==> src/rtl/multi_lane_crossroad_ctrl.sv <==
// Timed crossroad controller: per-lane saturating car counters, ALL_RED/GREEN/YELLOW phase FSM
// and round-robin selection of the next non-empty lane.
module multi_lane_crossroad_ctrl #(
   parameter int  NUM_LANES    = 4,
   parameter int  CNT_W        = 4,
   parameter int  TICK_DIV     = 50000000,
   parameter int  GREEN_MIN    = 3,
   parameter int  GREEN_MAX    = 10,
   parameter int  YELLOW_TICKS = 2,
   parameter int  ALLRED_TICKS = 1,
   localparam int LANE_W       = $clog2(NUM_LANES)
) (
   input  logic                       CLK100MHZ,
   input  logic                       CPU_RESETN,
   input  logic [NUM_LANES-1:0]       car_arrive,
   input  logic                       car_cross,
   input  logic                       manual_advance,
   output logic [2*NUM_LANES-1:0]     light,
   output logic [CNT_W*NUM_LANES-1:0] car_count,
   output logic [LANE_W-1:0]          active_lane,
   output logic [1:0]                 phase,
   output logic [NUM_LANES-1:0]       sat
);

   localparam int TMR_W = $clog2(GREEN_MAX + 1);
   localparam int PRE_W = $clog2(TICK_DIV);

   localparam logic [PRE_W-1:0] PRE_LAST  = PRE_W'(TICK_DIV - 1);
   localparam logic [TMR_W-1:0] T_GMIN    = TMR_W'(GREEN_MIN);
   localparam logic [TMR_W-1:0] T_GMAX    = TMR_W'(GREEN_MAX);
   localparam logic [TMR_W-1:0] T_YELLOW  = TMR_W'(YELLOW_TICKS);
   localparam logic [TMR_W-1:0] T_ALLRED  = TMR_W'(ALLRED_TICKS);
   localparam logic [1:0]       LT_GREEN  = 2'b01;
   localparam logic [1:0]       LT_YELLOW = 2'b10;

   typedef enum logic [1:0] {
      ALL_RED = 2'd0,
      GREEN   = 2'd1,
      YELLOW  = 2'd2
   } phase_e;

   phase_e               state;
   logic [PRE_W-1:0]     presc;
   logic [TMR_W-1:0]     timer;
   logic [TMR_W-1:0]     timer_inc;
   logic                 tick;
   logic [LANE_W-1:0]    rr_ptr;
   logic [LANE_W-1:0]    pick;
   logic                 found;
   logic [CNT_W-1:0]     cnt [NUM_LANES];
   logic [NUM_LANES-1:0] cross_hit;
   logic [NUM_LANES-1:0] full;
   logic                 red_go;
   logic                 green_end;
   logic                 yellow_end;

   function automatic logic [LANE_W-1:0] lane_after(input logic [LANE_W-1:0] base, input int step);
      return LANE_W'((int'(base) + step) % NUM_LANES);
   endfunction

   function automatic logic [2*NUM_LANES-1:0] lane_light(input logic [LANE_W-1:0] lane,
                                                         input logic [1:0]        code);
      logic [2*NUM_LANES-1:0] l;
      l = '0;
      l[2*int'(lane) +: 2] = code;
      return l;
   endfunction

   assign tick      = (presc == PRE_LAST);
   assign timer_inc = (tick && timer != T_GMAX) ? timer + 1'b1 : timer;

   // NOTE: found/pick get their defaults before the loop, so no path leaves them unassigned (no latch).
   always_comb begin
      found = 1'b0;
      pick  = rr_ptr;
      for (int k = 1; k <= NUM_LANES; k++) begin
         if (!found && cnt[lane_after(rr_ptr, k)] != '0) begin
            found = 1'b1;
            pick  = lane_after(rr_ptr, k);
         end
      end
   end

   always_comb begin
      full      = '0;
      cross_hit = '0;
      for (int i = 0; i < NUM_LANES; i++) begin
         full[i]      = (cnt[i] == '1);
         cross_hit[i] = car_cross && (state == GREEN) && (active_lane == LANE_W'(i)) && (cnt[i] != '0);
      end
   end

   assign red_go     = (timer >= T_ALLRED) && found;
   assign green_end  = (timer == T_GMAX) ||
                       ((timer >= T_GMIN) && ((cnt[active_lane] == '0) || manual_advance));
   assign yellow_end = (timer == T_YELLOW);

   // Every phase entry restarts the prescaler and tick timer, so each phase is timed from entry.
   // NOTE: all state is updated with <=, so every decision below sees the pre-edge values.
   always_ff @(posedge CLK100MHZ or negedge CPU_RESETN) begin
      if (!CPU_RESETN) begin
         state       <= ALL_RED;
         presc       <= '0;
         timer       <= '0;
         rr_ptr      <= LANE_W'(NUM_LANES - 1);
         active_lane <= '0;
         light       <= '0;
      end else begin
         presc <= tick ? '0 : presc + 1'b1;
         timer <= timer_inc;
         case (state)
            ALL_RED: if (red_go) begin
               state       <= GREEN;
               active_lane <= pick;
               rr_ptr      <= pick;
               light       <= lane_light(pick, LT_GREEN);
               presc       <= '0;
               timer       <= '0;
            end
            GREEN: if (green_end) begin
               state <= YELLOW;
               light <= lane_light(active_lane, LT_YELLOW);
               presc <= '0;
               timer <= '0;
            end
            YELLOW: if (yellow_end) begin
               state <= ALL_RED;
               light <= '0;
               presc <= '0;
               timer <= '0;
            end
            default: begin
               state <= ALL_RED;
               light <= '0;
               presc <= '0;
               timer <= '0;
            end
         endcase
      end
   end

   // Simultaneous arrive and effective cross on one lane cancel out, including at saturation.
   // NOTE: the counter array is architectural state, not RAM, so every entry is reset.
   always_ff @(posedge CLK100MHZ or negedge CPU_RESETN) begin
      if (!CPU_RESETN) begin
         for (int i = 0; i < NUM_LANES; i++) cnt[i] <= '0;
         sat <= '0;
      end else begin
         for (int i = 0; i < NUM_LANES; i++) begin
            sat[i] <= car_arrive[i] && full[i] && !cross_hit[i];
            if (car_arrive[i] && !cross_hit[i] && !full[i])
               cnt[i] <= cnt[i] + 1'b1;
            else if (cross_hit[i] && !car_arrive[i])
               cnt[i] <= cnt[i] - 1'b1;
         end
      end
   end

   assign phase = state;

   for (genvar g = 0; g < NUM_LANES; g++) begin : g_count
      assign car_count[g*CNT_W +: CNT_W] = cnt[g];
   end

endmodule

==> config.mk <==
export PLATFORM = sky130hd
export DESIGN_NAME = multi_lane_crossroad_ctrl
export DESIGN_NICKNAME = d
export VERILOG_FILES = /design/src/rtl/multi_lane_crossroad_ctrl.sv
export SDC_FILE = /design/constraint.sdc
export NUM_CORES = 1
export LEC_CHECK = 0
export CORE_MARGIN = 3
export CORE_UTILIZATION = 56
export CTS_CLUSTER_DIAMETER = 200
export DETAILED_ROUTE_END_ITERATION = 7
export PLACE_DENSITY = 0.91
export RECOVER_POWER = 25
export SKIP_CTS_REPAIR_TIMING = 1
export SYNTH_ARGS = -nofsm -noshare
export SYNTH_HDL_FRONTEND = slang
export SYNTH_SLANG_ARGS = --single-unit
==> constraint.sdc <==
create_clock -name CLK100MHZ -period 3 [get_ports CLK100MHZ]
set_input_delay 0.75 -clock CLK100MHZ [delete_from_list [all_inputs] [get_ports CLK100MHZ]]
set_output_delay 0.75 -clock CLK100MHZ [all_outputs]
set_load 0.01 [all_outputs]
==> metrics, run 1 <==
routed vias/inst 5.92; RSZ-0062 raised after global routing false; placed cells 454; Slew HR -13.3%; Worst Hold Class reg2reg; Setup TNS Final 0 ns; Crit. End Element flop; total die area 7210 sq um; # port buffers 39; Final setup viols 0; register area share after synthesis 46.0%; layout cells sized above 1 16.4%; clock latency at the later pin of the worst-skew pair 0.35 ns; Clock Tree Buf Depth 2; drt total wl 7930 um; drt pass-1 iters 4; Core ar. 5990 sq um; post-layout instance count excluding filler cells 472; Rows 28; asr flop ratio synth 100%; Post-Syn Instances 328; I/O pins 40; Max Fanout on Critical Path 4; VDD IR max 0.678 mV; number of global-route vias before repair 2717; FF-to-FF setup slack 0.37 ns; critical path's slowest cell or4_4; grt ovf 0; Hold WS 0.496 ns; worst slew pin tran 1.70 ns; CP required 3.27 ns; Pwr Density 699 nW/um^2; # diodes 0; largest net degree at the start of global routing 34; Synth-to-Final Area Change 23.9%; Mean Syn Cell Area 10.6 sq um; achievable frequency 343 MHz; Root Buffer clkbuf_8; CTS clk-pin slew, worst paths 0.07 ns; chip height 84.9 um; Inserted Clock Buffers 9; Hold Startpoint rr_ptr[1]$_DFFE_PN1P_; CP Data Arrival Time 3.19 ns; syn_nets 353; r2r startpoint car_count[8]$_DFFE_PN0P_; status finished with violations; H-tree depth 3; global-route wire length before repair 13200 um; crit-path cells clkdlybuf4s50_1 -> nand3b_1 -> or4_4 -> and3_4 -> inv_2 -> buf_4 -> ha_1 -> a21oi_2 -> mux2i_1 -> xnor2_1; post-route design area 4320 sq um; Worst Reg2Reg Path Length in Cells 9; largest stage delay on the critical path 0.58 ns; number of synthesized flops with an enable pin 0; failing checks capacitance limit, slew limit; worst reg2reg endpoint car_count[11]$_DFFE_PN0P_; Fin Clk Skew 0.0106 ns; commonest non-fill, non-tap cells in the layout dfrtp_1, nor2_1, clkdlybuf4s50_1; flops & latches, synth 64; CTS tree done; vias 2796; synth unique cells 53; initial core utilization 58.2%; cell area after synthesis 3490 sq um; DRT antenna net count 0; yosys warns 0; All-Layer GR Usage 23.0%; CTS sink count 64; CP startpoint kind input pin; initial antenna violation count 0; dpl cell area 4070 sq um; CP startpoint car_cross; DP Wirelength 5460 um; Slew Viols, Final 33; Remaining DRCs 0; Placer Congestion 0.863; fin nets 417; maxcap violations 1; final worst path period share 97.2%; leakage power total 1.89 nW; Synth Flop Type dfrtp_1; WHS Path Cells 2; Final min period 2.92 ns; most common cell after layout, fill and taps aside dfrtp_1; DRT iter0 DRCs 259; DIE WIDTH 84.9 um; drt wl/cell 16.8 um; Hold Crit Endpoint rr_ptr[1]$_DFFE_PN1P_; crit path kind in2reg; final hold violations 0
[sequential cells by signal, indices dropped and copies added, names as in the netlist]
register     cells
presc           26
light            8
sat              4
rr_ptr           2
car_count       16
timer            4
phase            2
active_lane      2
[critical path, delay by kind of cell]
family	cells	cell delay [ns]
and+or+nand+nor	3	0.99
xor gates and xnor gates	1	0.13
adders and majority gates	1	0.25
buffers and inverters	3	0.65
muxes	1	0.24
AOI/OAI and AO/OA	1	0.18
[Yosys cell counts (2+ instances only)]
| master | count | area share, % |
|---|---|---|
| o2bb2ai_1 | 5 | 1.3 |
| and4_1 | 2 | 0.50 |
| buf_2 | 2 | 0.29 |
| a21o_1 | 4 | 0.86 |
| mux2i_1 | 6 | 1.7 |
| and3_1 | 5 | 0.90 |
| o21ai_0 | 7 | 1.0 |
| nor3b_1 | 2 | 0.43 |
| nor4_1 | 3 | 0.54 |
| or4_1 | 3 | 0.65 |
| a22o_1 | 2 | 0.50 |
| nor3_1 | 2 | 0.29 |
| dfrtp_1 | 62 | 45 |
| nand4_1 | 15 | 2.7 |
| o22ai_1 | 2 | 0.36 |
| xor2_1 | 24 | 6.0 |
| dfstp_2 | 2 | 1.5 |
| nor2_1 | 49 | 5.3 |
| a21oi_1 | 6 | 0.86 |
| o31ai_1 | 4 | 0.86 |
| nand2_1 | 17 | 1.8 |
| xnor2_1 | 13 | 3.3 |
| and2_1 | 2 | 0.36 |
| nand3_1 | 15 | 2.2 |
| nor4_2 | 4 | 1.4 |
| fa_1 | 4 | 2.3 |
| nand2b_1 | 4 | 0.72 |
| nor4_4 | 2 | 1.2 |
| ha_1 | 13 | 4.7 |
| or3_1 | 5 | 0.90 |
| mux2_2 | 10 | 3.2 |
| nor2b_1 | 3 | 0.54 |
| inv_1 | 9 | 0.97 |
[metal layers]
layer / global-route usage [%] / up-vias / routed length, um
met1: 31.2 / 1379 / 3420
met3: 5.73 / 24 / 467
met5: 0 / - / 0
met4: 9.35 / 0 / 198
met2: 35.6 / 103 / 3840
li1: - / 1290 / -
[cell type report]
type / instances / area, sq um
multi-input cells: 251 / 1850
well taps: 75 / 93.8
repair buffers: 57 / 517
fillers: 373 / 1670
clock buffers: 14 / 183
flip-flops and latches: 64 / 1600
inverters: 9 / 33.8
clock inverters: 2 / 35.0
[stage by stage]
step / util (%) / power [mW] / setup WS (ns)
final: 72.1 / 3.02 / 0.0839
after global routing: 72.1 / 3.19 / 0.00979
after CTS: 71.6 / 3.02 / 0.0174
after detailed placement: 68.0 / 2.22 / -0.323
after global placement: 68.0 / 2.15 / -0.166
after floorplan: - / 1.76 / 0.315
[kinds of logic (layout without fill, tap and decap cells)]
family / Yosys count / count (layout) / synth area share (%)
AO/OA/AOI/OAI: 37 / 37 / 7.54
multiplexers: 17 / 17 / 5.60
buffers and inverters: 13 / 82 / 1.69
flip-flops: 64 / 64 / 46.0
adder cells (fa/ha/maj): 17 / 17 / 6.96
XOR/XNOR: 37 / 37 / 9.30
AND/OR/NAND/NOR: 143 / 143 / 22.9
[worst max-delay path by stage]
stage                               endpoint  slack, ns  depth (start not counted)
floorplan           car_count[3]$_DFFE_PN0P_       0.32                          9
global placement    car_count[3]$_DFFE_PN0P_      -0.17                         10
detailed placement  car_count[3]$_DFFE_PN0P_      -0.32                         10
CTS                 car_count[3]$_DFFE_PN0P_       0.02                         10
global route        car_count[3]$_DFFE_PN0P_       0.01                         10
finish              car_count[3]$_DFFE_PN0P_       0.08                         10
[power breakdown]
group	total, mW	switching (mW)	internal [mW]
registers	1.23	0.239	0.988
clock network	0.805	0.331	0.474
logic	0.988	0.410	0.577
total	3.02	0.980	2.04
No activity file was read; power rests on OpenSTA's default activity.
==> run 2, diff against run 1 <==
- CORE_ASPECT_RATIO: default -> 1.25
- PLACE_DENSITY: 0.91 -> 0.81
==> run 2 against run 1 <==
  * The flow still finishes with violations (capacitance limit, slew limit)
  * Global-route usage decreased by 1.6 points
  * Clock power decreased by 11%
  * Via count decreased by 5.0%
  * Non-clock buffer count decreased by 3
  * Register-to-register slack about the same
  * Hold slack got worse by 0.14 ns
  * Maximum frequency increased by 2.7%
==> metrics, run 2 (same netlist as run 1, synthesis figures left out) <==
status finished with violations (unchanged); failing checks capacitance limit, slew limit (unchanged); worst reg2reg endpoint presc[16]$_DFF_PN0_ (was car_count[11]$_DFFE_PN0P_); clock latency at the later pin of the worst-skew pair 0.34 ns (was 0.35 ns); post-route core utilization 71.9% (was 72.1%); CTS sink count 64 (unchanged); CTS clk-pin slew, worst paths 0.07 ns (about the same); Inserted Clock Buffers 9 (unchanged); r2r startpoint car_count[4]$_DFFE_PN0P_ (was car_count[8]$_DFFE_PN0P_); Slew HR -2.48% (was -13.3%); H-tree depth 3 (unchanged); placed cells 460 (was 454); achievable frequency 352 MHz (was 343 MHz); FF-to-FF setup slack 0.38 ns (was 0.37 ns); fin nets 414 (was 417); largest net degree at the start of global routing 30 (was 34); CP Data Arrival Time 3.10 ns (was 3.19 ns); commonest non-fill, non-tap cells in the layout dfrtp_1, nor2_1, clkdlybuf4s50_1 (unchanged); post-layout instance count excluding filler cells 475 (was 472); leakage power total 1.85 nW (was 1.89 nW); Crit. End Element flop (unchanged); area of the multi-input gates 1820 sq um (was 1850 sq um); DRT antenna net count 0 (unchanged); DP Wirelength 5200 um (was 5460 um); drt total wl 7080 um (was 7930 um); Reg area 1600 sq um (unchanged); most common cell after layout, fill and taps aside dfrtp_1 (unchanged); Final setup viols 0 (unchanged); Remaining DRCs 0 (unchanged); combinational power share 33.1% (was 32.7%); Fin Clk Skew 0.00530 ns (was 0.0106 ns); Core ar. 5900 sq um (was 5990 sq um); Clock Tree Buf Depth 2 (unchanged); DIE WIDTH 76.6 um (was 84.9 um); final hold violations 0 (unchanged); cell internal pwr 1.95 mW (was 2.04 mW); layout cells sized above 1 13.5% (was 16.4%); dpl cell area 4060 sq um (was 4070 sq um); routed vias/inst 5.59 (was 5.92); maxcap violations 1 (unchanged); number of global-route vias before repair 2575 (was 2717); DRT iter0 DRCs 218 (was 259); final worst path period share 94.7% (was 97.2%); Rows 31 (was 28); total die area 7210 sq um (about the same); drt pass-1 iters 4 (unchanged); Worst Hold Class in2async (was reg2reg); RSZ-0062 raised after global routing false (unchanged); # diodes 0 (unchanged); CTS tree done (unchanged); Slew Viols, Final 30 (was 33); post-route design area 4240 sq um (was 4320 sq um); global-route wire length before repair 12200 um (was 13200 um); max reg flops 26 (unchanged); Hold WS 0.353 ns (was 0.496 ns); part of the power in registers 42.1% (was 40.6%); Net Switching 938 uW (was 980 uW); I/O pins 40 (unchanged); # port buffers 39 (unchanged); CP required 3.26 ns (was 3.27 ns); worst slew pin tran 1.54 ns (was 1.70 ns); fillers 424 (was 373); Switching Share 32.4% (was 32.5%); vias 2656 (was 2796); VDD IR max 0.336 mV (was 0.678 mV); Pwr Density 682 nW/um^2 (was 699 nW/um^2); initial core utilization 59.1% (was 58.2%); Final min period 2.84 ns (was 2.92 ns); crit path kind in2reg (unchanged); Worst Reg2Reg Path Length in Cells 5 (was 9); All-Layer GR Usage 21.4% (was 23.0%); drt wl/cell 14.9 um (was 16.8 um); grt ovf 0 (unchanged); initial antenna violation count 0 (unchanged); Max Fanout on Critical Path 4 (unchanged); most flop-heavy register presc (unchanged); chip height 94.2 um (was 84.9 um); clock network power share 24.8% (was 26.7%); CP startpoint kind input pin (unchanged); Synth-to-Final Area Change 21.6% (was 23.9%); Root Buffer clkbuf_8 (unchanged); Placer Congestion 0.859 (was 0.863)
[run 2: cell count changes in the layout (fill, tap and decap cells not counted), sizes merged]
cell    previous run  this run
clkbuf            16        14
buf               17        13
clkinv             1         3
[run 2: cell type report]
class,instances,area share (%)
clock buffer,11,3.34
clock inverter,4,1.06
inverter,9,0.797
multi-input combinational,251,43.0
sequential,64,37.8
tap,82,2.42
timing repair buffer,54,11.5
[run 2: routing by layer]
metal | track usage [%] | vias to the layer above | part of all wire (%)
li1 | - | 1290 | -
met1 | 25.8 | 1292 | 43
met2 | 37.4 | 62 | 51
met3 | 4.70 | 12 | 3.7
met4 | 8.61 | 0 | 1.9
met5 | 0 | - | 0
[run 2: worst max path at each step]
stage                    from                        to  slack, ns  cells past startpoint
floorplan           car_cross  car_count[3]$_DFFE_PN0P_       0.32                      9
global placement    car_cross  car_count[3]$_DFFE_PN0P_      -0.11                     10
detailed placement  car_cross  car_count[3]$_DFFE_PN0P_      -0.21                     10
CTS                 car_cross  car_count[3]$_DFFE_PN0P_       0.15                     10
global route        car_cross  car_count[3]$_DFFE_PN0P_       0.02                     10
finish              car_cross  car_count[3]$_DFFE_PN0P_       0.16                     10
[run 2: stage by stage]
step / power, mW / setup slack [ns] / setup TNS, ns
floorplan: 1.76 / 0.315 / 0
finish: 2.89 / 0.160 / 0
detailed placement: 2.20 / -0.206 / -0.696
global placement: 2.15 / -0.109 / -0.268
global route: 3.06 / 0.0246 / 0
CTS: 2.91 / 0.146 / 0
[run 2: worst max-delay path: stages]
cell             delay (ns)
clkdlybuf4s50_1        0.45
nand3b_1               0.15
or4_1                  0.53
and3_1                 0.22
inv_1                  0.08
ha_1                   0.23
a21o_1                 0.16
a21oi_1                0.17
mux2i_1                0.23
xnor2_1                0.14
[run 2: power by group through the flow]
stage	clock, mW	combinational, mW	sequential (mW)
after global placement	0	0.920	1.23
after CTS	0.725	0.971	1.22
after global routing	0.761	1.05	1.25
after detailed placement	0	0.967	1.23
after floorplan	0	0.510	1.26
final	0.717	0.957	1.22
